==> config.mk <==
export PLATFORM = sky130hd
export DESIGN_NAME = wb_queue_flat
export DESIGN_NICKNAME = d
export VERILOG_FILES = /design/src/rtl/wb_pkg.sv /design/src/rtl/wb_queue_if.sv /design/src/rtl/wb_fifo.sv /design/src/rtl/wb_queue.sv /design/src/flat_wrapper.sv
export SDC_FILE = /design/constraint.sdc
export NUM_CORES = 1
export LEC_CHECK = 0
export BUFFER_PORTS_ARGS = -buffer_cell sky130_fd_sc_hd__buf_2
export CAP_MARGIN = 30
export CORE_MARGIN = 2
export CORE_UTILIZATION = 30
export DETAILED_ROUTE_END_ITERATION = 10
export PLACE_DENSITY = 0.54
export REMOVE_ABC_BUFFERS = 1
export SLEW_MARGIN = 15
export SYNTH_ARGS = -nofsm -noshare
export SYNTH_HDL_FRONTEND = slang
export SYNTH_SLANG_ARGS = --single-unit
==> constraint.sdc <==
create_clock -name clk_i -period 3.62 [get_ports clk_i]
set_clock_uncertainty 0.05 [all_clocks]
set_input_delay 0.724 -clock clk_i [delete_from_list [all_inputs] [get_ports clk_i]]
set_output_delay 0.724 -clock clk_i [all_outputs]
set_load 0.05 [all_outputs]
==> src/rtl/wb_pkg.sv <==
// Shared widths and the queue entry layout for the write-back queue.
package wb_pkg;

   localparam int DATA_W = 32;
   localparam int ADDR_W = 5;
   localparam int POS_W  = 4;

   typedef struct packed {
      logic [ADDR_W-1:0] addr;
      logic [DATA_W-1:0] data;
      logic [POS_W-1:0]  pos;
   } wb_entry_t;

endpackage

==> src/rtl/wb_queue_if.sv <==
// Upstream write-back handshake: the producer drives valid/payload, the queue drives ready.
interface wb_queue_if;
   import wb_pkg::*;

   logic              wb_valid_i;
   logic              wb_ready_o;
   logic [ADDR_W-1:0] wb_addr_i;
   logic [DATA_W-1:0] wb_data_i;
   logic [POS_W-1:0]  wb_pos_i;

   modport master (
      output wb_valid_i, wb_addr_i, wb_data_i, wb_pos_i,
      input  wb_ready_o
   );

   modport slave (
      input  wb_valid_i, wb_addr_i, wb_data_i, wb_pos_i,
      output wb_ready_o
   );

endinterface

==> src/rtl/wb_fifo.sv <==
// Circular entry storage with head/tail pointers and occupancy; all slots are
// exposed so the parent can search pending writes.
module wb_fifo
   import wb_pkg::*;
#(
   parameter int DEPTH = 4
) (
   input  logic                     clk_i,
   input  logic                     reset,
   input  logic                     flush_i,
   input  logic                     push_i,
   input  logic                     pop_i,
   input  wb_entry_t                push_entry_i,
   output wb_entry_t                head_entry_o,
   output logic [$clog2(DEPTH)-1:0] head_ptr_o,
   output logic [$clog2(DEPTH):0]   count_o,
   output logic                     full_o,
   output wb_entry_t                entries_o [DEPTH]
);

   localparam int PTR_W = $clog2(DEPTH);

   wb_entry_t        mem_reg [DEPTH];
   logic [PTR_W-1:0] head_reg;
   logic [PTR_W-1:0] tail_reg;
   logic [PTR_W:0]   count_reg;

   always_ff @(posedge clk_i) begin
      if (push_i) begin
         mem_reg[tail_reg] <= push_entry_i;
      end
   end

   // Power-of-two depth lets the pointers wrap by plain overflow.
   always_ff @(posedge clk_i) begin
      if (reset || flush_i) begin
         head_reg  <= '0;
         tail_reg  <= '0;
         count_reg <= '0;
      end else begin
         if (push_i) begin
            tail_reg <= tail_reg + PTR_W'(1);
         end
         if (pop_i) begin
            head_reg <= head_reg + PTR_W'(1);
         end
         case ({push_i, pop_i})
            2'b10:   count_reg <= count_reg + (PTR_W+1)'(1);
            2'b01:   count_reg <= count_reg - (PTR_W+1)'(1);
            default: count_reg <= count_reg;
         endcase
      end
   end

   assign head_entry_o = mem_reg[head_reg];
   assign head_ptr_o   = head_reg;
   assign count_o      = count_reg;
   assign full_o       = (count_reg == (PTR_W+1)'(DEPTH));
   assign entries_o    = mem_reg;

endmodule

==> src/rtl/wb_queue.sv <==
// Write-back queue: FIFO of pending register writes, registered write port,
// saturating fault counter. WB_QUEUE_FWD_EN enables RS/RT forwarding lookup.
module wb_queue
   import wb_pkg::*;
#(
   parameter int DEPTH = 4,
   parameter int CNT_W = 16
) (
   input  logic                   clk_i,
   input  logic                   reset,
   wb_queue_if.slave              wb,
   input  logic                   hold_i,
   input  logic                   flush_i,
   output logic                   RegWrite_o,
   output logic [ADDR_W-1:0]      RDaddr_o,
   output logic [DATA_W-1:0]      RDdata_o,
   output logic [POS_W-1:0]       is_pos_o,
   input  logic [ADDR_W-1:0]      RSaddr_i,
   input  logic [ADDR_W-1:0]      RTaddr_i,
   output logic                   RS_hit_o,
   output logic                   RT_hit_o,
   output logic [DATA_W-1:0]      RS_fwd_o,
   output logic [DATA_W-1:0]      RT_fwd_o,
   output logic [$clog2(DEPTH):0] count_o,
   output logic [CNT_W-1:0]       fault_cnt_o
);

   wb_entry_t                push_entry;
   wb_entry_t                head_entry;
   wb_entry_t                entries [DEPTH];
   logic [$clog2(DEPTH)-1:0] head_ptr;
   logic [$clog2(DEPTH):0]   count;
   logic                     full;
   logic                     push;
   logic                     pop;

   logic                     regwrite_reg;
   logic [ADDR_W-1:0]        rdaddr_reg;
   logic [DATA_W-1:0]        rddata_reg;
   logic [POS_W-1:0]         pos_reg;
   logic [CNT_W-1:0]         fault_reg;

   genvar gi;

   // Ready depends only on occupancy, so a same-cycle pop never frees a slot.
   assign wb.wb_ready_o = !full;
   assign push          = wb.wb_valid_i && !full && !flush_i;
   assign pop           = (count != '0) && !hold_i && !flush_i;

   assign push_entry.addr = wb.wb_addr_i;
   assign push_entry.data = wb.wb_data_i;
   assign push_entry.pos  = wb.wb_pos_i;

   wb_fifo #(.DEPTH(DEPTH)) u_fifo (
      .clk_i        (clk_i),
      .reset        (reset),
      .flush_i      (flush_i),
      .push_i       (push),
      .pop_i        (pop),
      .push_entry_i (push_entry),
      .head_entry_o (head_entry),
      .head_ptr_o   (head_ptr),
      .count_o      (count),
      .full_o       (full),
      .entries_o    (entries)
   );

   always_ff @(posedge clk_i) begin
      if (reset) begin
         regwrite_reg <= 1'b0;
         rdaddr_reg   <= '0;
         rddata_reg   <= '0;
         pos_reg      <= '0;
      end else if (pop) begin
         regwrite_reg <= 1'b1;
         rdaddr_reg   <= head_entry.addr;
         rddata_reg   <= head_entry.data;
         pos_reg      <= head_entry.pos;
      end else begin
         regwrite_reg <= 1'b0;
      end
   end

   always_ff @(posedge clk_i) begin
      if (reset) begin
         fault_reg <= '0;
      end else if (pop && (head_entry.pos != '0) && (fault_reg != {CNT_W{1'b1}})) begin
         fault_reg <= fault_reg + CNT_W'(1);
      end
   end

   assign RegWrite_o  = regwrite_reg;
   assign RDaddr_o    = rdaddr_reg;
   assign RDdata_o    = rddata_reg;
   assign is_pos_o    = pos_reg;
   assign count_o     = count;
   assign fault_cnt_o = fault_reg;

`ifdef WB_QUEUE_FWD_EN
   localparam int PTR_W = $clog2(DEPTH);

   logic [DEPTH-1:0]  rs_match;
   logic [DEPTH-1:0]  rt_match;
   logic [DATA_W-1:0] slot_data [DEPTH];

   // Slot gi is the gi-th oldest pending entry; a higher gi is newer.
   generate
      for (gi = 0; gi < DEPTH; gi++) begin : g_slot
         logic [PTR_W-1:0] idx;
         logic             live;
         assign idx           = head_ptr + PTR_W'(gi);
         assign live          = ((PTR_W+1)'(gi) < count);
         assign slot_data[gi] = entries[idx].data;
         assign rs_match[gi]  = live && (entries[idx].addr == RSaddr_i);
         assign rt_match[gi]  = live && (entries[idx].addr == RTaddr_i);
      end
   endgenerate

   // The output stage is older than anything still queued, so it is the fallback.
   always_comb begin
      RS_hit_o = regwrite_reg && (rdaddr_reg == RSaddr_i);
      RT_hit_o = regwrite_reg && (rdaddr_reg == RTaddr_i);
      RS_fwd_o = RS_hit_o ? rddata_reg : '0;
      RT_fwd_o = RT_hit_o ? rddata_reg : '0;
      for (int i = 0; i < DEPTH; i++) begin
         if (rs_match[i]) begin
            RS_hit_o = 1'b1;
            RS_fwd_o = slot_data[i];
         end
         if (rt_match[i]) begin
            RT_hit_o = 1'b1;
            RT_fwd_o = slot_data[i];
         end
      end
   end
`else
   logic [DEPTH-1:0] fwd_unused_bits;
   logic             fwd_unused;

   generate
      for (gi = 0; gi < DEPTH; gi++) begin : g_sink
         assign fwd_unused_bits[gi] = ^entries[gi];
      end
   endgenerate

   assign fwd_unused = ^{fwd_unused_bits, head_ptr, RSaddr_i, RTaddr_i};
   assign RS_hit_o   = 1'b0;
   assign RT_hit_o   = 1'b0;
   assign RS_fwd_o   = '0;
   assign RT_fwd_o   = '0;
`endif

endmodule

==> src/flat_wrapper.sv <==
// flat-port wrapper written by rule: the top's interface ports become plain ports
module wb_queue_flat import wb_pkg::*;
#(
   parameter int DEPTH = 4,
   parameter int CNT_W = 16
)
  (clk_i, reset, hold_i, flush_i, RegWrite_o, RDaddr_o, RDdata_o, is_pos_o, RSaddr_i, RTaddr_i, RS_hit_o, RT_hit_o, RS_fwd_o, RT_fwd_o, count_o, fault_cnt_o, wb_wb_valid_i, wb_wb_addr_i, wb_wb_data_i, wb_wb_pos_i, wb_wb_ready_o);
  wb_queue_if wb_i ();
  input  logic clk_i;
  input  logic reset;
  input  logic hold_i;
  input  logic flush_i;
  output logic RegWrite_o;
  output logic [ADDR_W-1:0] RDaddr_o;
  output logic [DATA_W-1:0] RDdata_o;
  output logic [POS_W-1:0] is_pos_o;
  input  logic [ADDR_W-1:0] RSaddr_i;
  input  logic [ADDR_W-1:0] RTaddr_i;
  output logic RS_hit_o;
  output logic RT_hit_o;
  output logic [DATA_W-1:0] RS_fwd_o;
  output logic [DATA_W-1:0] RT_fwd_o;
  output logic [$clog2(DEPTH):0] count_o;
  output logic [CNT_W-1:0] fault_cnt_o;
  input wire logic [$bits(wb_i.wb_valid_i)-1:0] wb_wb_valid_i;
  input wire logic [$bits(wb_i.wb_addr_i)-1:0] wb_wb_addr_i;
  input wire logic [$bits(wb_i.wb_data_i)-1:0] wb_wb_data_i;
  input wire logic [$bits(wb_i.wb_pos_i)-1:0] wb_wb_pos_i;
  output wire logic [$bits(wb_i.wb_ready_o)-1:0] wb_wb_ready_o;
  assign wb_i.wb_valid_i = wb_wb_valid_i;
  assign wb_i.wb_addr_i = wb_wb_addr_i;
  assign wb_i.wb_data_i = wb_wb_data_i;
  assign wb_i.wb_pos_i = wb_wb_pos_i;
  assign wb_wb_ready_o = wb_i.wb_ready_o;
  wb_queue #(.DEPTH(DEPTH), .CNT_W(CNT_W)) u_core (.clk_i(clk_i), .reset(reset), .wb(wb_i), .hold_i(hold_i), .flush_i(flush_i), .RegWrite_o(RegWrite_o), .RDaddr_o(RDaddr_o), .RDdata_o(RDdata_o), .is_pos_o(is_pos_o), .RSaddr_i(RSaddr_i), .RTaddr_i(RTaddr_i), .RS_hit_o(RS_hit_o), .RT_hit_o(RT_hit_o), .RS_fwd_o(RS_fwd_o), .RT_fwd_o(RT_fwd_o), .count_o(count_o), .fault_cnt_o(fault_cnt_o));
endmodule
### Word-level counts from Yosys, hierarchy flattened

Index checks and enable logic that the tools add are counted.

* flip-flop bits (word level): 229
* output and inout bits: 128
* word-level logic and storage cells: 56

* add/sub/neg operators: 5
* order comparisons: 3
* eq/ne operators: 4
* muxes and demuxes: 8
* bitwise operators: 2
* reductions and logical operators: 14

Operators with widths (number)
* $bwmux W164: 1
* $mux W41: 3
* $bmux W41 S2: 1
* $demux W41 S2: 1
* $add A16 B1 Y16 const B: 1
* $ne A16 B16 Y1 const B: 1
* $logic_and A1 B1 Y1: 7
* $ge A3 B3 Y1 const B: 2
* $not A2 Y3: 2
* $pmux W3 S2: 1
* $add A2 B1 Y2 const B: 2
* $reduce_bool A4 Y1: 1
* $add A3 B1 Y3 const B: 1
* $eq A3 B3 Y1 const B: 1
* $logic_not A1 Y1: 3
* $lt A3 B1 Y1 const B: 1
* $reduce_bool A3 Y1: 1
* $sub A3 B1 Y3 const B: 1
* $eq A2 B1 Y1 const B: 1
* $eq A2 B2 Y1 const B: 1
* $reduce_bool A2 Y1: 1
* $logic_or A1 B1 Y1: 1
* $mux W1: 1

### Depth between registers and ports, before layout

Gate-level depths: netlist of run 1.

* word-level depth: 7
* mapped depth: 11

### Modules after synthesis

From an unflattened synthesis of run 1, not the netlist that was laid out.

* cell total of the unflattened synthesis: 620
* area, all modules: 9222.6 um^2

By module, submodules not included
* wb_fifo: instances 1, cells each 259, area an instance 6366.1 um^2
* wb_queue: instances 1, cells each 361, area an instance 2856.5 um^2

### Worst setup path before layout of run 1

OpenSTA, ideal clock, no wires.

* path kind: register -> register
* from: register u_core.u_fifo.count_reg[0] (netlist: u_core.u_fifo.count_o[0])
* to: register u_core.u_fifo.mem_reg (netlist bit u_core.u_fifo.entries_o[0]) (enable)
* library setup time: 402 ps
* data arrival time: 2711 ps
* setup slack: 456 ps
* cell stages (with the launch flop): 6
* path buffers: 0
* period minus slack after synthesis: 3164 ps
* path through: dfxtp_1 inv_1 nand3_1 nand2_1 nor2_1 and2_1

* longest elaborated chain between the ends: 4

RTL lines
* start, declared: line wb_fifo.sv:26 `logic [PTR_W:0] count_reg;`
* start signal, assigned: line wb_fifo.sv:48 `2'b10: count_reg <= count_reg + (PTR_W+1)'(1);`
* start signal, assigned: line wb_fifo.sv:49 `2'b01: count_reg <= count_reg - (PTR_W+1)'(1);`
* start signal, assigned: line wb_fifo.sv:50 `default: count_reg <= count_reg;`
* $eq A3 B3 Y1: line wb_fifo.sv:58 `assign full_o = (count_reg == (PTR_W+1)'(DEPTH));`
* $logic_not A1 Y1
* named net wb_wb_ready_o: line flat_wrapper.sv:29 `output wire logic [$bits(wb_i.wb_ready_o)-1:0] wb_wb_ready_o;`
* $logic_and A1 B1 Y1 (2 in series): line wb_queue.sv:47 `assign push = wb.wb_valid_i && !full && !flush_i;`
* end signal, assigned by index: line wb_fifo.sv:30 `mem_reg[tail_reg] <= push_entry_i;`
* end, declared: line wb_fifo.sv:23 `wb_entry_t mem_reg [DEPTH];`

The timed path passes the listed nets, and every way through them passes these cells.
A chain may end at the register's enable or synchronous reset.

### Final worst setup path of run 1

* from: register u_core.u_fifo.head_reg[1] (netlist: u_core.u_fifo.head_ptr_o[1])
* to: register u_core.fault_reg[8] (netlist: u_core.fault_cnt_o[8])

* longest elaborated chain between the ends: 7

RTL lines
* start, declared: line wb_fifo.sv:24 `logic [PTR_W-1:0] head_reg;`
* start signal, assigned: line wb_fifo.sv:45 `head_reg <= head_reg + PTR_W'(1);`
* $not A2 Y3 (not written as such): line wb_fifo.sv:55 `assign head_entry_o = mem_reg[head_reg];`
* $bmux W41 S2: line wb_fifo.sv:55
* $mux W41 (not written as such) (2 in series): line wb_fifo.sv:55
* $reduce_bool A4 Y1: line wb_queue.sv:87 `end else if (pop && (head_entry.pos != '0) && (fault_reg != {CNT_W{1'b1}})) begin`
* $logic_and A1 B1 Y1 (2 in series): line wb_queue.sv:87
* end signal, assigned: line wb_queue.sv:88 `fault_reg <= fault_reg + CNT_W'(1);`
* end, declared: line wb_queue.sv:41 `logic [CNT_W-1:0] fault_reg;`

Every way passes these cells. The select of a mux whose other input is x is not followed.

==> out/results.ini, run 1 <==
[clocking]
cts_root_buffer = clkbuf_16
clk_latency_ns = 0.52
path_clk_slew_ns = 0.06
numCtsBuffers = 25
cts_resized = 0
cts_tree = built
cts_hold_buf = 0
clkSinkCount = 229
cts_setup_buffers = 0
cts_buffer_depth = 3
cts.htree.levels = 1

[pwr]
power.density_nw_per_um2 = 528
leakage_nw = 3.70
peakVddDrop_uv = 283

[setup_path]
crit_buf_inv = 0
worstSetupStartpointType = register
crit_arrival_ns = 2.79
r2r-start = u_core.u_fifo.head_ptr_o[1]
critical_path.top_delay_family = simple AND/OR/NAND/NOR gates
r2r_slack_ns = 1.18
reg2regPathDepth = 5
critical_path.max_stage_delay_ns = 0.69
crit_chain = mux4_2, or4_1, o2111ai_4, nor3_2, mux2_4
required_ns = 3.97
crit_path_max_fanout = 15
regToRegEndpoint = u_core.fault_cnt_o[8]
critical_path.endpoint_type = register
slowest_stage = or4_1
critPathKind = register to register

[route]
drc = 0
drt_pass1_iterations = 4
drtIter0Drc = 319
routedWlPerCell_um = 16.5
final_antenna_net_count = 0
dr_wl_met3_um = 1230
routedLengthMet1_um = 8210
wl_um = 18800
vias = 5008
avgViaCountPerCell = 4.40
dr_wl_met2_um = 8930
highest_layer = met5

[placed_design]
dpl_cell_area_um2 = 9840
dp.cells = 1089
place.gp.congestion = 0.726
io_buffers = 107
dpl.hpwl_um = 11600

[outcome]
status = finished, final reports clean

[logic_synthesis]
syn_inst = 607
ys_seq_area_frac = 0.689
synth_area_um2 = 9030
ys_types = 41
ys_warn_count = 0
syn_avg_cell_area_um2 = 14.9
ys_seq_elements = 229

[sta]
hold-worst-slack_ns = 0.375
relSlewSlack = 0.497
fmax_mhz = 410
maxSlewViolCount = 0
fin_setup_tns_ns = 0
worstMarginPinSlew_ns = 0.755
fin_crit_ns = 2.44
rsz0062_at_grt = no
period_share = 0.673
setup_viol = 0
hold_viol = 0

[layout]
multi_input_area_um2 = 2430
syn_to_final_growth_pct = 17.8
fillers = 2848
final_util = 0.359
final_layout_size_suffix_gt1_frac = 0.285
seqCellArea_um2 = 6230
fin_area_um2 = 10600
nets = 789
largest_register_ffs = 164
fin_cells = 1138

[floorplanning]
die_h_um = 178
rows = 63
core_area_um2 = 29600
ios = 184
dieArea_um2 = 31500
die_w_um = 178
start_util = 0.305

[job]
drv_cap = 0

[hold_path]
min_path_cells = 1
hold_path_class = primary input to register
holdPathEnd = u_core.u_fifo.entries_o[163]
hp-start = wb_wb_addr_i[4]

[global_routing]
grt_pass1_wl_um = 29200
antenna_found_initial = 4
grt_start_max_net_pins = 44
first_global_vias = 5049
grt_overflow_total = 0
grt_usage = 0.122

## per-layer routing
layer | global-route usage | vias up
met1 | 0.160 | 2446
met5 | 0 | -
met3 | 0.0287 | 33
met2 | 0.203 | 172
li1 | - | 2353
met4 | 0.0311 | 4
## layout make-up
class / count / area share
antenna: 3 / 0.000705
tap: 390 / 0.0459
sequential: 229 / 0.586
multi-input combinational: 342 / 0.229
timing repair buffer: 120 / 0.0618
clock buffer: 39 / 0.0685
inverter: 8 / 0.00282
clock inverter: 7 / 0.00611
## synth_stat cells
cell	count	share of area
a211oi_1	1	0.00083
a21oi_1	56	0.031
a311oi_1	1	0.00097
a31oi_1	1	0.00069
and2_1	7	0.0048
and3_1	1	0.00069
and4_1	1	0.00097
buf_1	2	0.00083
buf_2	3	0.0017
buf_4	66	0.055
buf_6	1	0.0012
clkbuf_1	21	0.0087
conb_1	1	0.00042
dfxtp_1	65	0.14
edfxtp_1	164	0.55
fa_1	1	0.0022
ha_1	6	0.0083
inv_1	8	0.0033
mux2_4	1	0.0017
mux2i_1	1	0.0011
mux4_2	41	0.10
nand2_1	89	0.037
nand2_2	1	0.00069
nand2b_1	1	0.00069
nand3_1	7	0.0039
nand3_2	1	0.0011
nand4_1	3	0.0021
nor2_1	14	0.0058
nor2b_1	1	0.00069
nor3_1	2	0.0011
nor3_2	1	0.0011
o2111ai_4	1	0.0029
o211ai_1	1	0.00083
o211ai_2	1	0.0014
o21ai_0	11	0.0061
o31ai_1	2	0.0017
or2_2	2	0.0014
or3_1	12	0.0083
or4_1	2	0.0017
xnor2_1	2	0.0019
xor2_1	4	0.0039
## how the worst max path moves through the flow
stage	to	slack, ns	cells after the start	start
3_3_place_gp	u_core.u_fifo.count_o[2]	0.83	10	flush_i
2_1_floorplan	u_core.u_fifo.count_o[2]	-2.22	8	u_core.u_fifo.count_o[0]
5_1_grt	u_core.fault_cnt_o[1]	1.05	5	u_core.u_fifo.head_ptr_o[1]
4_1_cts	u_core.fault_cnt_o[8]	1.14	5	u_core.u_fifo.head_ptr_o[1]
6_report	u_core.fault_cnt_o[8]	1.18	5	u_core.u_fifo.head_ptr_o[1]
3_5_place_dp	u_core.u_fifo.count_o[2]	0.85	10	flush_i
## logic make-up after synthesis
| logic type | synth area share |
|---|---|
| flops | 0.689 |
| simple gates | 0.0720 |
| buf+inv | 0.0706 |
| compound gates | 0.0464 |
| mux | 0.105 |
| fa+ha+maj | 0.0105 |
| xor+xnor | 0.00582 |
| other cells | 0.000415 |
## through the flow
stage	total power, mW	worst slack (ns)
floorplan	3.14	-2.22
global placement	3.23	0.828
detailed placement	3.24	0.852
CTS	5.70	1.14
global route	5.83	1.05
finish	5.62	1.18
## placed cells by master (no fill, tap or decap), types with 6 or more instances in the layout
master	n
edfxtp_1	164
buf_2	107
nand2_1	89
conb_1	66
dfxtp_1	63
a21oi_1	56
mux4_2	41
clkbuf_16	26
nor2_1	14
or3_1	12
o21ai_0	11
buf_4	11
clkbuf_1	10
inv_1	7
nand3_1	7
ha_1	6
## report_power, final
| group | switching, mW | internal [mW] |
|---|---|---|
| sequential | 0.0111 | 2.85 |
| clock | 0.984 | 1.45 |
| combinational | 0.260 | 0.0597 |
| total | 1.25 | 4.36 |
Power figures use the tool's default switching activity.
==> run 2: changes to the inputs <==
Clock period 3.62 ns to 2.45 ns, I/O delays scaled along.
==> out/results.ini, run 2 (synthesized netlist as in run 1, its figures left out) <==
[global_routing]
grt_overflow_total = 0  ; unchanged
antenna_found_initial = 2  ; was 4
grt_pass1_wl_um = 28500  ; was 29200 um
grt_start_max_net_pins = 49  ; was 44
grt_usage = 0.119  ; was 0.122
first_global_vias = 4967  ; was 5049

[setup_path]
worstSetupStartpointType = register  ; unchanged
critical_path.top_delay_family = multiplexers  ; was simple AND/OR/NAND/NOR gates
r2r_slack_ns = 0.1  ; was 1.18 ns
critical_path.max_stage_delay_ns = 0.69  ; about the same
critPathKind = register to register  ; unchanged
required_ns = 2.80  ; was 3.97 ns
crit_path_max_fanout = 7  ; was 15
crit_arrival_ns = 2.70  ; was 2.79 ns
crit_chain = mux4_2, or4_1, o2111ai_4, nor3_2, mux2_4  ; unchanged
r2r-start = u_core.u_fifo.head_ptr_o[0]  ; was u_core.u_fifo.head_ptr_o[1]
slowest_stage = or4_1  ; unchanged
crit_start = u_core.u_fifo.head_ptr_o[0]  ; was u_core.u_fifo.head_ptr_o[1]
critical_path.endpoint_type = register  ; unchanged
crit_buf_inv = 0  ; unchanged

[pwr]
fin_total_pwr_mw = 8.39  ; was 5.62 mW
power.density_nw_per_um2 = 779  ; was 528 nW/um^2
leakage_nw = 3.76  ; was 3.70 nW
peakVddDrop_uv = 575  ; was 283 uV

[sta]
setup_viol = 0  ; unchanged
fin_crit_ns = 2.35  ; was 2.44 ns
fin_setup_tns_ns = 0  ; unchanged
period_share = 0.960  ; was 0.673
hold_viol = 0  ; unchanged
rsz0062_at_grt = no  ; unchanged
relSlewSlack = 0.598  ; was 0.497
worstMarginPinSlew_ns = 0.603  ; was 0.755 ns
finalWorstSetupSlack_ns = 0.0968  ; was 1.18 ns
fmax_mhz = 425  ; was 410 MHz
maxSlewViolCount = 0  ; unchanged

[clocking]
cts_hold_buf = 0  ; unchanged
clk_latency_ns = 0.52  ; about the same
cts_tree = built  ; unchanged
cts_root_buffer = clkbuf_16  ; unchanged
cts.htree.levels = 1  ; unchanged
cts_resized = 0  ; unchanged
clkSinkCount = 229  ; unchanged
numCtsBuffers = 26  ; was 25
path_clk_slew_ns = 0.06  ; about the same
cts_setup_buffers = 0  ; unchanged
cts_buffer_depth = 3  ; unchanged

[floorplanning]
die_h_um = 178  ; unchanged
rows = 63  ; unchanged
ios = 184  ; unchanged
start_util = 0.305  ; unchanged
dieArea_um2 = 31500  ; unchanged
core_area_um2 = 29600  ; unchanged
die_w_um = 178  ; unchanged

[route]
final_antenna_net_count = 0  ; unchanged
wl_um = 18900  ; was 18800 um
drc = 0  ; unchanged
drt_pass1_iterations = 4  ; unchanged
avgViaCountPerCell = 4.44  ; was 4.40
vias = 5093  ; was 5008
drtIter0Drc = 278  ; was 319
routedWlPerCell_um = 16.5  ; about the same

[placed_design]
dp.cells = 1098  ; was 1089
place.gp.congestion = 0.702  ; was 0.726
post-place-ws_ns = 0.0957  ; was 0.852 ns
dpl.hpwl_um = 11600  ; about the same
io_buffers = 107  ; unchanged

[layout]
multi_input_area_um2 = 2430  ; unchanged
final_cell_mix = edfxtp_1, buf_2, nand2_1  ; unchanged
fin_cells = 1146  ; was 1138
syn_to_final_growth_pct = 19.1  ; was 17.8%
fillers = 2867  ; was 2848
layout_commonest_cell = edfxtp_1  ; unchanged
nets = 799  ; was 789
seqCellArea_um2 = 6230  ; unchanged
largest_register_ffs = 164  ; unchanged
final_layout_size_suffix_gt1_frac = 0.293  ; was 0.285

[hold_path]
hp-start = wb_wb_data_i[9]  ; was wb_wb_addr_i[4]
hold_path_class = primary input to register  ; unchanged

[outcome]
status = finished, final reports clean  ; unchanged

[job]
drv_cap = 0  ; unchanged

## run 2: worst reg2reg max path: stages (launching register included)
cell and delay (ns):
dfxtp_4 0.41, mux4_2 0.52, or4_1 0.69, o2111ai_4 0.19, nor3_2 0.08, mux2_4 0.30
## run 2: area by class of cell
class / instances / share of cell area
inverter: 8 / 0.00279
multi-input combinational: 342 / 0.226
sequential: 229 / 0.579
clock buffer: 38 / 0.0685
timing repair buffer: 129 / 0.0709
clock inverter: 9 / 0.00732
antenna: 1 / 0.000233
tap: 390 / 0.0453
## run 2: final timing paths
check	end	depth (start not counted)
worst max-delay path	u_core.fault_cnt_o[8]	5
worst min-delay path	u_core.u_fifo.entries_o[54]	1
worst max register to register	u_core.fault_cnt_o[8]	5
worst min register to register	u_core.RDdata_o[2]	2
## run 2: metal layers
layer / vias up / share of wire / global-route usage
li1: 2366 / - / -
met4: 2 / 0.022 / 0.0307
met1: 2525 / 0.45 / 0.159
met3: 30 / 0.063 / 0.0276
met5: - / 0.00069 / 0
met2: 170 / 0.46 / 0.194
## run 2: where the power goes
| group | switching, mW | total, mW | leakage, nW | internal, mW |
|---|---|---|---|---|
| Sequential | 0.0147 | 4.22 | 2.02 | 4.21 |
| Combinational | 0.388 | 0.481 | 1.35 | 0.0933 |
| Clock | 1.50 | 3.69 | 0.395 | 2.19 |
## run 2: per-stage QoR
stage,hold slack (ns),instance area [um^2],util
2_1_floorplan,0.419,8670,-
3_3_place_gp,0.391,9940,0.336
3_5_place_dp,0.395,9940,0.336
4_1_cts,0.103,10800,0.363
5_1_grt,0.117,10800,0.363
6_report,0.131,10800,0.363
